===== src/rtl/instr_encoder.sv =====
// Control-word to instruction encoder: decodes a packed control word, flags illegal
// words, and queues encoded instructions in a small output FIFO.
module instr_encoder #(
   parameter int DEPTH = 4,
   parameter int CNT_W = 8
) (
   input  logic                     clk,
   input  logic                     rst,
   input  logic                     in_valid,
   output logic                     in_ready,
   input  logic [31:0]              in_ctrl,
   output logic                     out_valid,
   input  logic                     out_ready,
   output logic [31:0]              out_instr,
   output logic                     err_pulse,
   output logic [CNT_W-1:0]         err_count,
   output logic [$clog2(DEPTH):0]   fifo_level
);

   localparam int PTR_W = $clog2(DEPTH);
   localparam int LVL_W = PTR_W + 1;

   typedef struct packed {
      logic        legal;
      logic [31:0] instr;
   } enc_t;

   // Only the exact R-type, load, store and all-zero patterns are legal.
   function automatic enc_t encode_ctrl(input logic [31:0] c);
      enc_t       r;
      logic [4:0] flags;
      logic [5:0] funct;
      r     = '0;
      flags = {c[22], c[6], c[2], c[1], c[0]};
      funct = 6'd0;
      if (c == 32'h0) begin
         r.legal = 1'b1;
      end else if (c[31:23] != 9'd0) begin
         r.legal = 1'b0;
      end else if (flags == 5'b10000) begin
         case (c[5:3])
            3'd0:    begin r.legal = 1'b1; funct = 6'd32; end
            3'd1:    begin r.legal = 1'b1; funct = 6'd34; end
            3'd2:    begin r.legal = 1'b1; funct = 6'd36; end
            3'd3:    begin r.legal = 1'b1; funct = 6'd37; end
            3'd4:    begin r.legal = 1'b1; funct = 6'd50; end
            default: r.legal = 1'b0;
         endcase
         r.instr = {6'd1, c[21:17], c[16:12], c[11:7], 5'd0, funct};
      end else if (c[5:3] == 3'd0 && c[11:7] == c[16:12] &&
                   (flags == 5'b11101 || flags == 5'b01111)) begin
         r.legal = 1'b1;
         r.instr = {(flags[1] ? 6'd3 : 6'd2), c[21:17], c[16:12], 16'd0};
      end
      if (!r.legal) r.instr = 32'h0;
      return r;
   endfunction

   // Stage p0: decode of the word presented this cycle
   enc_t        enc_p0;
   logic        accept_p0;
   logic        push_p0;
   logic        pop_p0;

   logic [31:0]      mem [DEPTH];
   logic [PTR_W-1:0] wr_ptr;
   logic [PTR_W-1:0] rd_ptr;

   always_comb begin
      enc_p0    = encode_ctrl(in_ctrl);
      accept_p0 = in_valid && in_ready;
      push_p0   = accept_p0 && enc_p0.legal;
      pop_p0    = out_valid && out_ready;
   end

   // Stage p1: FIFO state, error strobe and counter
   always_ff @(posedge clk) begin
      if (rst) begin
         wr_ptr     <= '0;
         rd_ptr     <= '0;
         fifo_level <= '0;
         err_pulse  <= 1'b0;
         err_count  <= '0;
      end else begin
         if (push_p0) wr_ptr <= wr_ptr + PTR_W'(1);
         if (pop_p0)  rd_ptr <= rd_ptr + PTR_W'(1);
         case ({push_p0, pop_p0})
            2'b10:   fifo_level <= fifo_level + LVL_W'(1);
            2'b01:   fifo_level <= fifo_level - LVL_W'(1);
            default: fifo_level <= fifo_level;
         endcase
         err_pulse <= accept_p0 && !enc_p0.legal;
         if (accept_p0 && !enc_p0.legal && err_count != {CNT_W{1'b1}})
            err_count <= err_count + CNT_W'(1);
      end
   end

   // Storage carries no reset; the level count alone decides what is valid.
   always_ff @(posedge clk) begin
      if (push_p0 && !rst) mem[wr_ptr] <= enc_p0.instr;
   end

   assign in_ready  = fifo_level < LVL_W'(DEPTH);
   assign out_valid = fifo_level != '0;
   assign out_instr = out_valid ? mem[rd_ptr] : 32'h0;

endmodule


===== config.mk =====
export PLATFORM = sky130hd
export DESIGN_NAME = instr_encoder
export DESIGN_NICKNAME = d
export VERILOG_FILES = /design/src/rtl/instr_encoder.sv
export SDC_FILE = /design/constraint.sdc
export NUM_CORES = 1
export LEC_CHECK = 0
export CORE_MARGIN = 2
export CORE_UTILIZATION = 40
export CTS_CLUSTER_DIAMETER = 150
export DETAILED_ROUTE_END_ITERATION = 12
export RECOVER_POWER = 50
export SYNTH_ARGS = -nofsm -noshare
export SYNTH_HDL_FRONTEND = slang
export SYNTH_SLANG_ARGS = --single-unit

===== constraint.sdc =====
create_clock -name clk -period 9 [get_ports clk]
set_input_delay 0.9 -clock clk [delete_from_list [all_inputs] [get_ports clk]]
set_output_delay 0.9 -clock clk [all_outputs]
set_load 0.02 [all_outputs]

# Word level (Yosys, flattened, before mapping)
# Memories as Yosys holds them, arrays and structs flattened. A register that Yosys moved wholly into a read port is not among the register bits.
# Cells that the tools add are included.
# word_totals
register_bits	16
mem_bits_rw	128
input_bits	36
memories	1
# memory_table
name	words	width	rd	rd_clocked_by_memory_dff	wr	line	source
mem	4	32	1	1	1	65	logic [31:0] mem [DEPTH];
# classes
addsub	5
n_lt_le_gt_ge	1
eq_ne	11
mux	16
n_reduce_logical	17
# op_table
op	count
$mux 32	4
$mux 33	2
$logic_not 32->1	1
$pmux 6 s5	1
$eq 5x5->1 const B	2
$reduce_bool 9->1	1
$add 8x1->8 const B	1
$logic_and 1x1->1	8
$ne 8x8->1 const B	1
$eq 3x2->1 const B	2
$mux 1	6
$pmux 3 s2	1
$eq 5x4->1 const B	1
$eq 5x5->1	1
$reduce_or 5->1	1
$add 2x1->2 const B	2
$mux 2	2
$add 3x1->3 const B	1
$eq 3x1->1 const B	1
$eq 3x3->1 const B	1
$logic_not 3->1	1
$lt 3x3->1 const B	1
$reduce_bool 3->1	1
$sub 3x1->3 const B	1
other kinds (5)	6

# Longest topological paths before layout
# logic_depth
depth_word	11
mapped_depth	11
ltp_nobuf	10

# Worst setup path after synthesis
# Ideal clock, no wire load.
# synth_timing
kind	input to register
from	input port in_ctrl[12]
to	memory mem[0][0] (enable)
setup_ns	0.433
arrival_time_ns	3.950
required_time_ns	8.567
slack_ns	4.616
stages	5
cell_sequence	or4_1 -> or3_4 -> a211o_1 -> buf_6 -> nor3b_1
# synth_between
elab_chain_cells	11
elab_cells_between_ends	12
# synth_lines
item	line	source
from (decl)	11	input logic [31:0] in_ctrl,
$eq 5x5->1	50	end else if (c[5:3] == 3'd0 && c[11:7] == c[16:12] &&
$logic_and 1x1->1 (2 in series)	50	
$mux 33	50	
$mux 33	40	end else if (flags == 5'b10000) begin
$mux 1	38	end else if (c[31:23] != 9'd0) begin
$mux 1 (*)	36	if (c == 32'h0) begin
$logic_and 1x1->1 (*)	72	push_p0 = accept_p0 && enc_p0.legal;
$logic_and 1x1->1 (*)	100	if (push_p0 && !rst) mem[wr_ptr] <= enc_p0.instr;
$mux 1 (*)	100	
$mux 1 (implied by the code) (*)	100	
to (decl)	65	
# Every way passes the cells marked *; elsewhere a longest branch is shown, timed or not.

# Worst setup path in the final report
# layout_timing
from	input port in_ctrl[1]
to	memory mem[3][19] (enable)
# layout_between
elab_chain_cells	11
elab_cells_between_ends	14
# layout_lines
item	line	source
$eq 5x5->1 / $eq 5x4->1 (equally long branches)	51	(flags == 5'b11101 || flags == 5'b01111)) begin
$logic_or 1x1->1	51	
$logic_and 1x1->1	50	
$mux 33	50	
$mux 33	40	
$mux 1	38	
$mux 1 (*)	36	
$logic_and 1x1->1 (*)	72	
$logic_and 1x1->1 (*)	100	
$mux 1 (*)	100	
$mux 1 (implied by the code) (*)	100	
# Marks and branches as above.

==> results.cfg <==
[critical_path]
worst-r2r-setup-slack_ns = 6.15
r2r-end = fifo_level[2]
startpoint = in_ctrl[1]
cp-start-kind = primary input
critPathMaxFanout = 14
crit_arrival_ns = 4.25
cpMaxStageDelayCell = nor3b_2
path_buf_inv = 2
cp_cell_sequence = dlygate4sd3_1, nor4_1, nand4_1, or3_1, a211o_1, nor3b_2, buf_4
path_class = primary input to flop
cp_top_family = simple AND/OR/NAND/NOR gates
worstRegToRegCells = 9
required_ns = 9.04
timing.rr.start = fifo_level[0]
cp-end-kind = flop
max_stage_delay_ns = 0.70

[min_path]
min_from = err_count[5]
hold_path_class = flop to flop
whs_path_depth = 2
whs_endpoint = err_count[5]

[sta]
fin_crit_sh_pct = 46.81
clock_skew_ns = 0.006019
worst_pin_slew_ns = 1.014
setup_viol = 0
drv_slew = 0
min_period_ns = 4.213
fmax_ghz = 0.2374
hold_slack_ns = 0.4996
rsz0062_at_grt = false
slew-limit-headroom_pct = 32.19
final.setup.tns_ns = 0
hold_viol = 0

[floorplanning]
io_pins = 82
start_util_pct = 40.79
die-area_um2 = 12420
die_x_um = 111.5
die_h_um = 111.5
core_area_um2 = 11320
rows = 39

[route]
drt_iter0_markers = 141
drt-met1-wl_um = 4470
via_per_inst = 5.217
vias = 2760
drtPass1Iterations = 6
met2_length_um = 4604
wirelength_um = 9712
top_layer_used = met4
dr_wl_met3_um = 467
drtAntennaViolNets = 0
wl_per_cell_um = 18.36
drc = 0

[status]
status = complete, no violations

[layout]
area_growth_pct = 25.28
n_antenna_cell = 0
fin_cells = 529
nets = 424
drive_gt1_share_pct = 13.73
finish.instance_area_um2 = 5786
layout_commonest_cell = edfxtp_1
final_cell_mix = edfxtp_1 (88), clkdlybuf4s50_1 (56), mux4_2 (22), and2_1 (22), dfxtp_1 (18)

[clocking]
cts_tree = yes
cts_setup_buffers = 0
clock_sinks = 106
cts-root-buf = clkbuf_16
cts-buffers-inserted = 9
cts_resized = 0
hold_buffers = 0
htreeDepth = 3
worstSkewPairLatency_ns = 0.34
cts_buffer_depth = 2
clk_pin_slew_ns = 0.07

[grt]
grt_overflow = 0
grt_pass1_vias = 2893
antenna_found_initial = 0
grt_first_pass_wirelength_um = 15620
grt_max_degree = 25
grt_usage_pct = 16.39

[synthesis]
netlist_area_um2 = 4618
ys_types = 41
ys_seq_elements = 106
avgSynthCellArea_um2 = 15.29
async_flop_share_pct = 0
syn_inst = 302
synth-warning-count = 0
synth_edf_count = 88
synth_flop_cell = edfxtp_1
ys_seq_area_share_pct = 65.02

[power]
ir_drop_mv = 0.1243
leakagePower_nw = 1.932
power.density_nw_per_um2 = 166.4
fin_total_pwr_mw = 0.9629

[placement]
placed_cell_area_um2 = 5495
post-place-cells = 513
dp_hpwl_um = 6388
port_buffers = 71
gp_congestion = 0.8046

[flow_run]
maxCapViolations = 0
==> power by group <==
group | total (mW) | internal, mW | switching [mW]
registers | 0.525 | 0.524 | 0.00124
logic | 0.0360 | 0.0186 | 0.0174
clock network | 0.402 | 0.221 | 0.181
==> cell type report <==
cell class,count,area [um^2]
inverters,9,33.78
clock buffers,9,225.2
repair buffers,78,763.2
clock inverters,7,82.58
fillers,975,5535
well taps,143,178.9
flip-flops and latches,106,3003
multi-input cells,177,1499
==> routing by layer <==
| layer | vias up | track usage, % |
|---|---|---|
| met5 | - | 0 |
| li1 | 1286 | - |
| met3 | 13 | 3.157 |
| met4 | 0 | 6.173 |
| met2 | 87 | 26.87 |
| met1 | 1374 | 21.88 |
==> cells in the mapped netlist (3+ instances only) <==
cell,instances,area (um^2)
nor4_1,5,31.28
or4_1,4,30.03
xor2_1,4,35.03
inv_1,9,33.78
nor2_1,16,60.06
xnor2_1,7,61.31
edfxtp_1,88,2643
and2_1,38,237.7
a21oi_1,8,40.04
nor3b_1,4,30.03
nor3_1,8,40.04
dfxtp_1,18,360.4
buf_4,10,75.07
mux4_2,22,495.5
o21ai_0,4,20.02
nand4_1,4,25.02
mux2_2,3,33.78
nor2b_1,4,25.02
ha_1,6,75.07
and3_1,3,18.77
nand3_1,9,45.04
clkbuf_1,5,18.77
==> metrics by stage <==
step	setup slack [ns]	util, %
after global routing	4.604	51.11
final	4.787	51.11
after detailed placement	4.490	48.54
after CTS	4.881	51.26
after global placement	4.646	48.54
after floorplan	4.616	-
==> sequential cells by signal, indices dropped and copies added (netlist names), named ones only <==
register and cells:
err_count 8, fifo_level 3, mem 88, err_pulse 1, rd_ptr 2, wr_ptr 2
==> worst min-delay path, stage by stage, from the launching register on <==
cell and delay [ns]:
dfxtp_1 0.33, o31ai_1 0.07, a21oi_1 0.06
==> cell families after synthesis <==
logic type	Yosys count	share of synthesized area [%]
AO/OA/AOI/OAI	21	2.980
XOR/XNOR	11	2.086
adder cells (fa/ha/maj)	7	2.059
buffers and inverters	28	3.305
flip-flops	106	65.02
multiplexers	26	11.68
other	1	0.08120
AND/OR/NAND/NOR	102	12.79
==> worst max-delay path by stage <==
stage                 end  slack [ns]  cells after the start
6_report       mem[3][19]        4.79                      7
5_1_grt        mem[2][24]        4.60                      7
4_1_cts        mem[2][25]        4.88                      7
3_5_place_dp   mem[2][25]        4.49                      7
3_3_place_gp   mem[2][20]        4.65                      7
2_1_floorplan   mem[0][0]        4.62                      5
(Power assumes the default switching activity.)
==> RTL edit (config.mk and constraints unchanged) <==
Make the reset (`rst`) asynchronous in one clocked block.
--- a/src/rtl/instr_encoder.sv
+++ b/src/rtl/instr_encoder.sv
@@ -76,3 +76,3 @@
    // Stage p1: FIFO state, error strobe and counter
-   always_ff @(posedge clk) begin
+   always_ff @(posedge clk or posedge rst) begin
       if (rst) begin
Behaviour: differs if rst is asserted again (counterexample within 4 cycles, from zero or initial values and one cycle with rst high); with rst held inactive, the same outputs for 4 cycles.
==> RTL edit against the original RTL <==
Final area down 1.6%. Via count down 5.9%. Sequential cell count down 2. Worst setup slack worse by 0.16 ns. Synthesized cell count down 7.3%. Global-route usage down 1.0 points. Synthesized area down 0.84%. Routed wire length down 8.6%. First-iteration DRC count down 18%.
Power is not compared: it rests on default switching activity, and its combinational part moved more than twofold at a synthesized area within 25%.
==> RTL edit: results <==
metrics = {
    "yosys": {
        "async_flop_share": 0.1538,
        "seq_area_frac_synth": 0.6645,
        "synthTopCellsByArea": "edfxtp_1 58%, mux4_2 11%, dfrtp_1 8.7%",
        "synth_cells": 280,
        "ys_types": 39,
        "yosys-top-cells-count": "88 x edfxtp_1, 35 x and2_1, 22 x mux4_2",
    },
    "routing": {
        "wl_met3_um": 405,
        "drt-met1-wl_mm": 4.103,
        "wl_met2_mm": 4.296,
        "wl_mm": 8.878,
        "drcViolationCount": 0,
        "viasPerCell": 5.145,
        "dr.pass1.iters": 4,
        "drtIter0Drc": 116,
    },
    "worst_setup_path": {
        "slowest_delay_ns": 0.78,
        "ff2ff_setup_slack_ns": 6.28,
        "cpMaxStageDelayCell": "a31oi_1",
        "reg2reg_depth": 9,
        "cp-startpoint": "in_ctrl[3]",
        "reg2reg_from": "fifo_level[2]",
        "path_max_fanout": 9,
        "critical_path_arrival_ns": 4.60,
        "endpoint": "fifo_level[2]",
    },
    "timing": {
        "clock_skew_ns": 0.007250,
        "fmax_ghz": 0.2288,
        "hold_slack_ns": 0.4951,
        "worstMarginPinSlew_ns": 1.123,
    },
    "worst_hold_path": {
        "hold_start": "err_count[4]",
        "hold-path-endpoint": "err_count[4]",
        "holdPathStages": 1,
    },
    "clocking": {
        "clk_pin_slew_worst_paths_ns": 0.07,
    },
    "power_and_ir_drop": {
        "p_seq_frac": 0.487,
        "p_clk_frac": 0.299,
        "pg_comb_uw": 258,
    },
    "placed_design": {
        "dp_hpwl_mm": 5.800,
        "pre_cts_ws_ns": 5.018,
        "place_congestion": 0.7307,
        "placed_cells": 489,
        "dpl_cell_area_um2": 5450,
    },
    "global_routing": {
        "grt_use_met3": 0.03991,
        "grt_util_met1": 0.2103,
        "grt_usage": 0.1535,
        "grt_max_degree": 25,
        "grt_pass1_vias": 2684,
        "grt_pass1_wl_mm": 14.37,
        "use_met2": 0.2409,
    },
    "layout": {
        "fill_cells": 960,
        "drive_above_1_share": 0.1271,
        "finalNetCount": 400,
        "stdcell_count": 505,
    },
    "status": {
        "outcome": "finished clean",
    },
}
RTL edit: kinds of logic (layout without fill, tap and decap cells):
| family | count (synthesis) | after routing | share of synthesized area |
|---|---|---|---|
| AND/OR/NAND/NOR | 91 | 91 | 0.1189 |
| buffers and inverters | 27 | 100 | 0.03060 |
| AO/OA/AOI/OAI | 5 | 5 | 0.009560 |
| adder cells (fa/ha/maj) | 7 | 7 | 0.02076 |
| other | 1 | 10 | 0.0008189 |
| multiplexers | 26 | 26 | 0.1186 |
| flip-flops | 104 | 104 | 0.6645 |
| XOR/XNOR | 19 | 19 | 0.03634 |
RTL edit: area by class of cell:
class                   count  area (um^2)  share of cell area
well taps                 143        178.9             0.03144
multi-input cells         158         1419              0.2493
clock inverters             7        46.29            0.008135
clock buffers               9        225.2             0.03958
repair buffers             76        748.2              0.1315
flip-flops and latches    104         3043              0.5347
inverters                   8        30.03            0.005277
